`src/rtl/logic_unit_arbiter.sv`:
```
// Round-robin arbiter sharing one bitwise logic unit (AND/OR/XOR/NOR) among NREQ
// requesters; the tagged result lands in a single registered stage with valid/ready.
module logic_unit_arbiter #(
  parameter int WIDTH = 32,
  parameter int NREQ  = 4,
  parameter int IDW   = 2
) (
  input  logic                  clk,
  input  logic                  reset,
  input  logic [NREQ-1:0]       req_valid,
  output logic [NREQ-1:0]       req_ready,
  input  logic [NREQ*WIDTH-1:0] req_opA,
  input  logic [NREQ*WIDTH-1:0] req_opB,
  input  logic [NREQ*2-1:0]     req_op,
  output logic                  rsp_valid,
  input  logic                  rsp_ready,
  output logic [IDW-1:0]        rsp_id,
  output logic [WIDTH-1:0]      rsp_result
);

  logic [IDW-1:0]   rr_ptr;
  logic [IDW-1:0]   gidx;
  logic [IDW-1:0]   next_ptr;
  logic [NREQ-1:0]  grant;
  logic             found;
  logic             can_issue;
  logic             accept;
  logic [WIDTH-1:0] sel_a;
  logic [WIDTH-1:0] sel_b;
  logic [1:0]       sel_op;
  logic [WIDTH-1:0] fresult;

  assign can_issue = ~rsp_valid | rsp_ready;

  // Two ascending passes: indices at/above rr_ptr first, then the wrapped-around low ones.
  always_comb begin
    grant = '0;
    gidx  = '0;
    found = 1'b0;
    for (int i = 0; i < NREQ; i++) begin
      if (!found && req_valid[i] && (i >= int'(rr_ptr))) begin
        grant[i] = 1'b1;
        gidx     = IDW'(i);
        found    = 1'b1;
      end
    end
    for (int i = 0; i < NREQ; i++) begin
      if (!found && req_valid[i] && (i < int'(rr_ptr))) begin
        grant[i] = 1'b1;
        gidx     = IDW'(i);
        found    = 1'b1;
      end
    end
  end

  always_comb begin
    sel_a  = '0;
    sel_b  = '0;
    sel_op = '0;
    for (int i = 0; i < NREQ; i++) begin
      if (grant[i]) begin
        sel_a  = req_opA[i*WIDTH +: WIDTH];
        sel_b  = req_opB[i*WIDTH +: WIDTH];
        sel_op = req_op[i*2 +: 2];
      end
    end
  end

  always_comb begin
    fresult = '0;
    case (sel_op)
      2'b00:   fresult = sel_a & sel_b;
      2'b01:   fresult = sel_a | sel_b;
      2'b10:   fresult = sel_a ^ sel_b;
      default: fresult = ~(sel_a | sel_b);
    endcase
  end

  assign req_ready = grant & {NREQ{can_issue & ~reset}};
  assign accept    = |(req_valid & req_ready);
  // Explicit wrap keeps the pointer below NREQ when NREQ is not a power of two.
  assign next_ptr  = (gidx == IDW'(NREQ-1)) ? '0 : gidx + IDW'(1);

  always_ff @(posedge clk) begin
    if (reset) begin
      rsp_valid  <= 1'b0;
      rsp_id     <= '0;
      rsp_result <= '0;
      rr_ptr     <= '0;
    end else if (accept) begin
      rsp_valid  <= 1'b1;
      rsp_id     <= gidx;
      rsp_result <= fresult;
      rr_ptr     <= next_ptr;
    end else if (rsp_ready) begin
      rsp_valid  <= 1'b0;
    end
  end

endmodule

```
`config.mk`:
```
export PLATFORM = sky130hd
export DESIGN_NAME = logic_unit_arbiter
export DESIGN_NICKNAME = d
export VERILOG_FILES = /design/src/rtl/logic_unit_arbiter.sv
export SDC_FILE = /design/constraint.sdc
export NUM_CORES = 1
export LEC_CHECK = 0
export CAP_MARGIN = 10
export CORE_AREA = 2 2 121 123
export DETAILED_ROUTE_END_ITERATION = 6
export DIE_AREA = 0 0 123 125
export PLACE_DENSITY = 0.83
export SLEW_MARGIN = 25
export SYNTH_ARGS = -nofsm -noshare
export SYNTH_HDL_FRONTEND = slang
export SYNTH_SLANG_ARGS = --single-unit
```
`constraint.sdc`:
```
create_clock -name clk -period 3.84 [get_ports clk]
set_clock_uncertainty 0.2 [all_clocks]
set_input_delay 0.576 -clock clk [delete_from_list [all_inputs] [get_ports clk]]
set_output_delay 0.576 -clock clk [all_outputs]
set_load 0.005 [all_outputs]
```
== After elaboration in Yosys (flattened, before gate mapping) ==
Cells that the tools add are included.

* Output and inout bits: 39
* Input port bits: 271
* Register bits: 37

* Add/subtract/negate cells: 1
* Magnitude comparators: 6
* Mux-type cells: 34
* Bitwise logic cells: 10
* Reductions and logical operators: 21
* Equality and inequality tests: 3

{| class="wikitable"
|+ Operators by type and width
! operator !! number
|-
| $mux W32 || 8
|-
| $pmux W32 S3 || 1
|-
| $and A32 B32 Y32 || 1
|-
| $not A32 Y32 || 1
|-
| $or A32 B32 Y32 || 1
|-
| $xor A32 B32 Y32 || 1
|-
| $mux W2 || 10
|-
| $mux W1 || 15
|-
| $logic_and A1 B1 Y1 || 12
|-
| $and A4 B4 Y4 || 2
|-
| $logic_not A1 Y1 || 6
|-
| $eq A2 B2 Y1 const B || 2
|-
| $ge A1 B2 Y1 const A || 2
|-
| $lt A1 B2 Y1 const A || 2
|-
| $reduce_or A4 Y1 || 1
|-
| $add A2 B1 Y2 const B || 1
|-
| $eq A2 B1 Y1 const B || 1
|-
| $ge A2 B2 Y1 const A || 1
|-
| $logic_not A2 Y1 || 1
|-
| $lt A2 B2 Y1 const A || 1
|-
| $not A1 Y1 || 2
|-
| $reduce_bool A2 Y1 || 1
|-
| $and A1 B1 Y1 || 1
|-
| $or A1 B1 Y1 || 1
|}

== Logic depth before layout (Yosys ltp) ==
* Depth after elaboration: 31
* Mapped depth: 14
* Depth with buffers taken out: 11

== Least setup slack after synthesis ==
OpenSTA, ideal clock, no wires.

* Path type: in2reg
* From: input port req_valid[0]
* To: register rsp_result[19]
* Stages on the path: 13
* Buffers on the path: 4
* Library setup time: 0.146 ns
* Arrival: 2.741 ns
* Data required time: 3.494 ns
* Slack: 0.753 ns
* Path through: buf_2 > a21oi_1 > o221a_1 > buf_4 > clkbuf_1 > buf_1 > a22o_1 > a221oi_1 > inv_1 > ha_1 > or2_1 > a31oi_1 > a211oi_2

* Longest elaborated chain between the ends: 30
* Elaborated cells between the ends (all ways): 53

{| class="wikitable"
|+ Ends and longest elaborated chain
! item !! RTL line !! text
|-
| start: declaration || 10 || <nowiki>input logic [NREQ-1:0] req_valid,</nowiki>
|-
| $logic_and A1 B1 Y1 || 41 || <nowiki>if (!found && req_valid[i] && (i >= int'(rr_ptr))) begin</nowiki>
|-
| $mux W1 || 41 ||
|-
| $logic_not A1 Y1 || 41 ||
|-
| $logic_and A1 B1 Y1 (2 in series) || 41 ||
|-
| $mux W1 || 41 ||
|-
| $logic_not A1 Y1 || 41 ||
|-
| $logic_and A1 B1 Y1 (2 in series) || 41 ||
|-
| $mux W1 || 41 ||
|-
| [10 not listed] || -- ||
|-
| $mux W1 || 48 || <nowiki>if (!found && req_valid[i] && (i < int'(rr_ptr))) begin</nowiki>
|-
| $logic_not A1 Y1 || 48 ||
|-
| $logic_and A1 B1 Y1 (2 in series) || 48 ||
|-
| $mux W1 || 48 ||
|-
| $mux W32 (2 in series) || 61 || <nowiki>if (grant[i]) begin</nowiki>
|-
| $or A32 B32 Y32 || 73, 75 ||
|-
| $not A32 Y32 || 75 || <nowiki>default: fresult = ~(sel_a | sel_b);</nowiki>
|-
| $pmux W32 S3 || 71 || <nowiki>case (sel_op)</nowiki>
|-
| end signal: assignment || 93 || <nowiki>rsp_result <= fresult;</nowiki>
|-
| end: declaration || 18 || <nowiki>output logic [WIDTH-1:0] rsp_result</nowiki>
|}

Several ways; a longest one is shown, not always the timed one.
A chain may end at the register's enable or synchronous reset.

== Worst setup path after layout ==
* From: input port req_valid[1]
* To: output port req_ready[0]

* Longest elaborated chain between the ends: 15

{| class="wikitable"
|+ Ends and longest elaborated chain
! item !! RTL line !! text
|-
| $logic_and A1 B1 Y1 * (2 in series) || 41 ||
|-
| $mux W1 * || 41 ||
|-
| $logic_not A1 Y1 || 41 ||
|-
| $logic_and A1 B1 Y1 (2 in series) || 41 ||
|-
| $mux W1 * || 41 ||
|-
| $logic_not A1 Y1 || 41 ||
|-
| $logic_and A1 B1 Y1 || 41 ||
|-
| $mux W1 * || 41 ||
|-
| $logic_not A1 Y1 * || 48 ||
|-
| $logic_and A1 B1 Y1 * (2 in series) || 48 ||
|-
| $mux W1 * || 48 ||
|-
| $and A4 B4 Y4 * || 79 || <nowiki>assign req_ready = grant & {NREQ{can_issue & ~reset}};</nowiki>
|-
| end: declaration || 11 || <nowiki>output logic [NREQ-1:0] req_ready,</nowiki>
|}

Every way passes the cells marked *; elsewhere a longest branch is shown, timed or not.

==> results.py <==
metrics = {
    "status": {
        "status": "finished clean",
    },
    "timing": {
        "hold_slack_ns": 0.302,
        "max_clock_freq_mhz": 294,
        "slew_headroom_pct": 38.6,
        "setup_violations": 0,
        "drv_slew": 0,
        "fin_crit_ns": 3.41,
        "hold_violations": 0,
        "fin_crit_sh_pct": 88.7,
        "grt_setup_unrepaired": "false",
        "tightest_slew_ns": 0.918,
        "setup_tns_ns": 0,
    },
    "logic_synthesis": {
        "synthTopCellsByCount": "a22o_1, ha_1, inv_1, nor2_1, clkbuf_1",
        "netlist_area_mm2": 0.00505,
        "syn_area_per_cell_um2": 8.08,
        "synthFlopType": "dfxtp_1",
        "synthTopCellsByArea": "ha_1, dfxtp_1, a22o_1",
        "ys_async_sr_fraction_pct": 0,
        "synth_edf_count": 0,
        "synth_top_area_share_pct": 15.9,
        "syn_inst": 625,
        "syn-num-nets": 960,
        "ys_ff_latch": 37,
        "ys_warn_count": 0,
        "synth_cell_types": 44,
        "netlist.top_cell.by_area": "ha_1",
        "yosysSeqAreaShare_pct": 14.7,
    },
    "critical_path": {
        "worst-r2r-cell-count": 10,
        "critPathArrivalTime_ns": 2.63,
        "cp_cell_sequence": "clkdlybuf4s50_1 > buf_4 > a2bb2oi_1 > o32ai_4 > buf_12 > and3_1 > clkdlybuf4s50_1",
        "critPathRequiredTime_ns": 3.06,
        "crit_path_end_kind": "output port",
        "start_kind": "primary input",
        "r2r-start": "rr_ptr[1]",
        "path_class": "primary input to output port",
        "r2r-end": "rsp_result[1]",
        "cp_common_cell": "clkdlybuf4s50_1",
        "max_stage_delay_ns": 0.50,
        "worst_path_max_delay_cell": "clkdlybuf4s50_1",
        "critPathMaxFanout": 29,
        "r2r_slack_ns": 0.89,
    },
    "place": {
        "place_inst": 1080,
        "port_buffers": 309,
        "hpwlAfterDp_um": 14800,
        "placed_area_mm2": 0.00836,
        "gp_congestion": 0.894,
    },
    "final_layout": {
        "finalNetCount": 1238,
        "area_growth_pct": 68.2,
        "diodes": 0,
        "design_area_mm2": 0.00849,
        "instances_no_fill": 1088,
        "multi_input_area_mm2": 0.00379,
        "layout-drive-gt1-share_pct": 8.30,
        "nFillCells": 1285,
        "ff_latch_area_um2": 741,
    },
    "routing": {
        "vias_per_cell": 5.43,
        "wl_per_cell_um": 17.3,
        "postRouteAntennaNets": 0,
        "wirelength_um": 18800,
        "drtIter0Drc": 283,
        "dr.pass1.iters": 5,
        "vias": 5903,
        "drc": 0,
    },
    "clock_tree": {
        "clk_latency_ns": 0.28,
        "cts_tree": "yes",
        "cts-resized-gates": 0,
        "cts_max_path_buffers": 2,
        "root_buffer": "clkbuf_16",
        "post_cts_buffers": 0,
        "hold_buffers": 0,
        "cts.sinks": 37,
        "cts_htree_levels": 2,
        "numCtsBuffers": 5,
        "clk_pin_slew_worst_paths_ns": 0.06,
    },
    "floorplanning": {
        "die_area_mm2": 0.0154,
        "dieHeight_um": 125,
        "core_region_area_mm2": 0.0142,
        "rows": 44,
        "fp.dieW_um": 123,
        "ios": 310,
        "start_util_pct": 35.6,
    },
    "global_routing": {
        "grt_pass1_wl_um": 28700,
        "overflow": 0,
        "grt_pass1_vias": 5708,
        "gr-usage-all-layers_pct": 23.4,
        "antenna_found_initial": 0,
        "grt_max_degree": 62,
    },
    "hold_path": {
        "hp-class": "flop to flop",
        "hold_end": "rsp_result[16]",
        "hold_path_depth": 2,
        "hp-start": "rsp_result[16]",
    },
    "pwr": {
        "intPower_w": 0.00144,
        "power.share.switching_pct": 36.6,
        "max-vdd-ir-drop_uv": 134,
        "power_frac_clock_pct": 17.9,
        "switching_power_w": 0.000827,
        "seq_power_share_pct": 20.1,
        "p_comb_share_pct": 61.9,
        "p_leak_nw": 3.58,
        "power.density_mw_per_mm2": 266,
    },
    "flow_run": {
        "max-cap-violations": 0,
    },
}
worst max-delay path by stage:
stage                       from              to  slack, ns  cells past startpoint
floorplan           req_valid[0]  rsp_result[19]       0.75                     13
detailed placement  req_valid[0]  rsp_result[18]       0.16                     12
CTS                 req_valid[1]    req_ready[0]       0.43                      7
global placement    req_valid[0]  rsp_result[18]       0.20                     12
finish              req_valid[1]    req_ready[0]       0.43                      7
global route        req_valid[0]  rsp_result[10]       0.19                     12
stage by stage:
step                utilization (%)  power [W]  worst slack, ns
CTS                            59.8    0.00229            0.425
floorplan                         -    0.00129            0.753
finish                         59.8    0.00226            0.433
global route                   59.8    0.00244            0.191
detailed placement             58.8    0.00187            0.160
global placement               58.8    0.00184            0.205
flip-flops by register name, summed over array words and instances, names as in the netlist:
signal      flops
rr_ptr          2
rsp_result     32
rsp_id          2
rsp_valid       1
worst max-delay path: cells and delay by family:
| kind | cells | cell delay [ns] |
|---|---|---|
| buf+inv | 4 | 1.34 |
| simple gates | 1 | 0.17 |
| compound gates | 2 | 0.53 |
kinds of logic after synthesis:
family	Yosys count	synth area share, %
fa+ha+maj	64	15.9
mux	10	2.06
buf+inv	130	10.8
compound gates	240	42.6
flops	37	14.7
simple gates	144	14.1
layer usage:
layer | GRT usage [%] | wire [um] | part of all wire [%]
met1 | 28.9 | 7770 | 41
met2 | 41.2 | 9100 | 48
met3 | 3.92 | 1430 | 7.6
met4 | 6.95 | 531 | 2.8
met5 | 0 | 0 | 0
power by group through the flow:
stage / combinational, W / sequential (W) / clock [W]
after floorplan: 0.000824 / 0.000462 / 0
after global placement: 0.00138 / 0.000463 / 0
after detailed placement: 0.00141 / 0.000464 / 0
after CTS: 0.00142 / 0.000456 / 0.000414
after global routing: 0.00156 / 0.000461 / 0.000428
final: 0.00140 / 0.000456 / 0.000406
layout by cell type (no fill, tap or decap), drive strengths merged:
cell type,netlist,layout
a31oi,28,28
clkdlybuf4s50,0,308
o221a,2,2
dfxtp,37,37
mux2i,7,7
or2,30,30
clkbuf,38,8
ha,64,64
o31ai,1,1
o21ai,2,2
nand2b,30,30
inv,72,72
a221o,32,32
a2bb2oi,1,1
nand2,33,33
nor4,1,1
o221ai,1,1
a22o,64,64
nand3,1,1
nor3,3,3
o2bb2ai,2,2
nor2b,3,3
a22oi,2,2
and3,2,2
a211oi,33,33
a21oi,9,9
o32ai,1,1
mux2,3,3
a221oi,33,33
o21a,1,1
buf,20,21
a21o,28,28
nor2,41,41
area by class of cell:
| cell class | instances | area share (%) |
|---|---|---|
| Multi-Input combinational cell | 458 | 44.6 |
| Timing Repair Buffer | 329 | 39.2 |
| Inverter | 72 | 3.18 |
| Sequential cell | 37 | 8.72 |
| Clock buffer | 8 | 1.61 |
| Tap cell | 184 | 2.71 |
No activity file was read; power rests on OpenSTA's default activity.
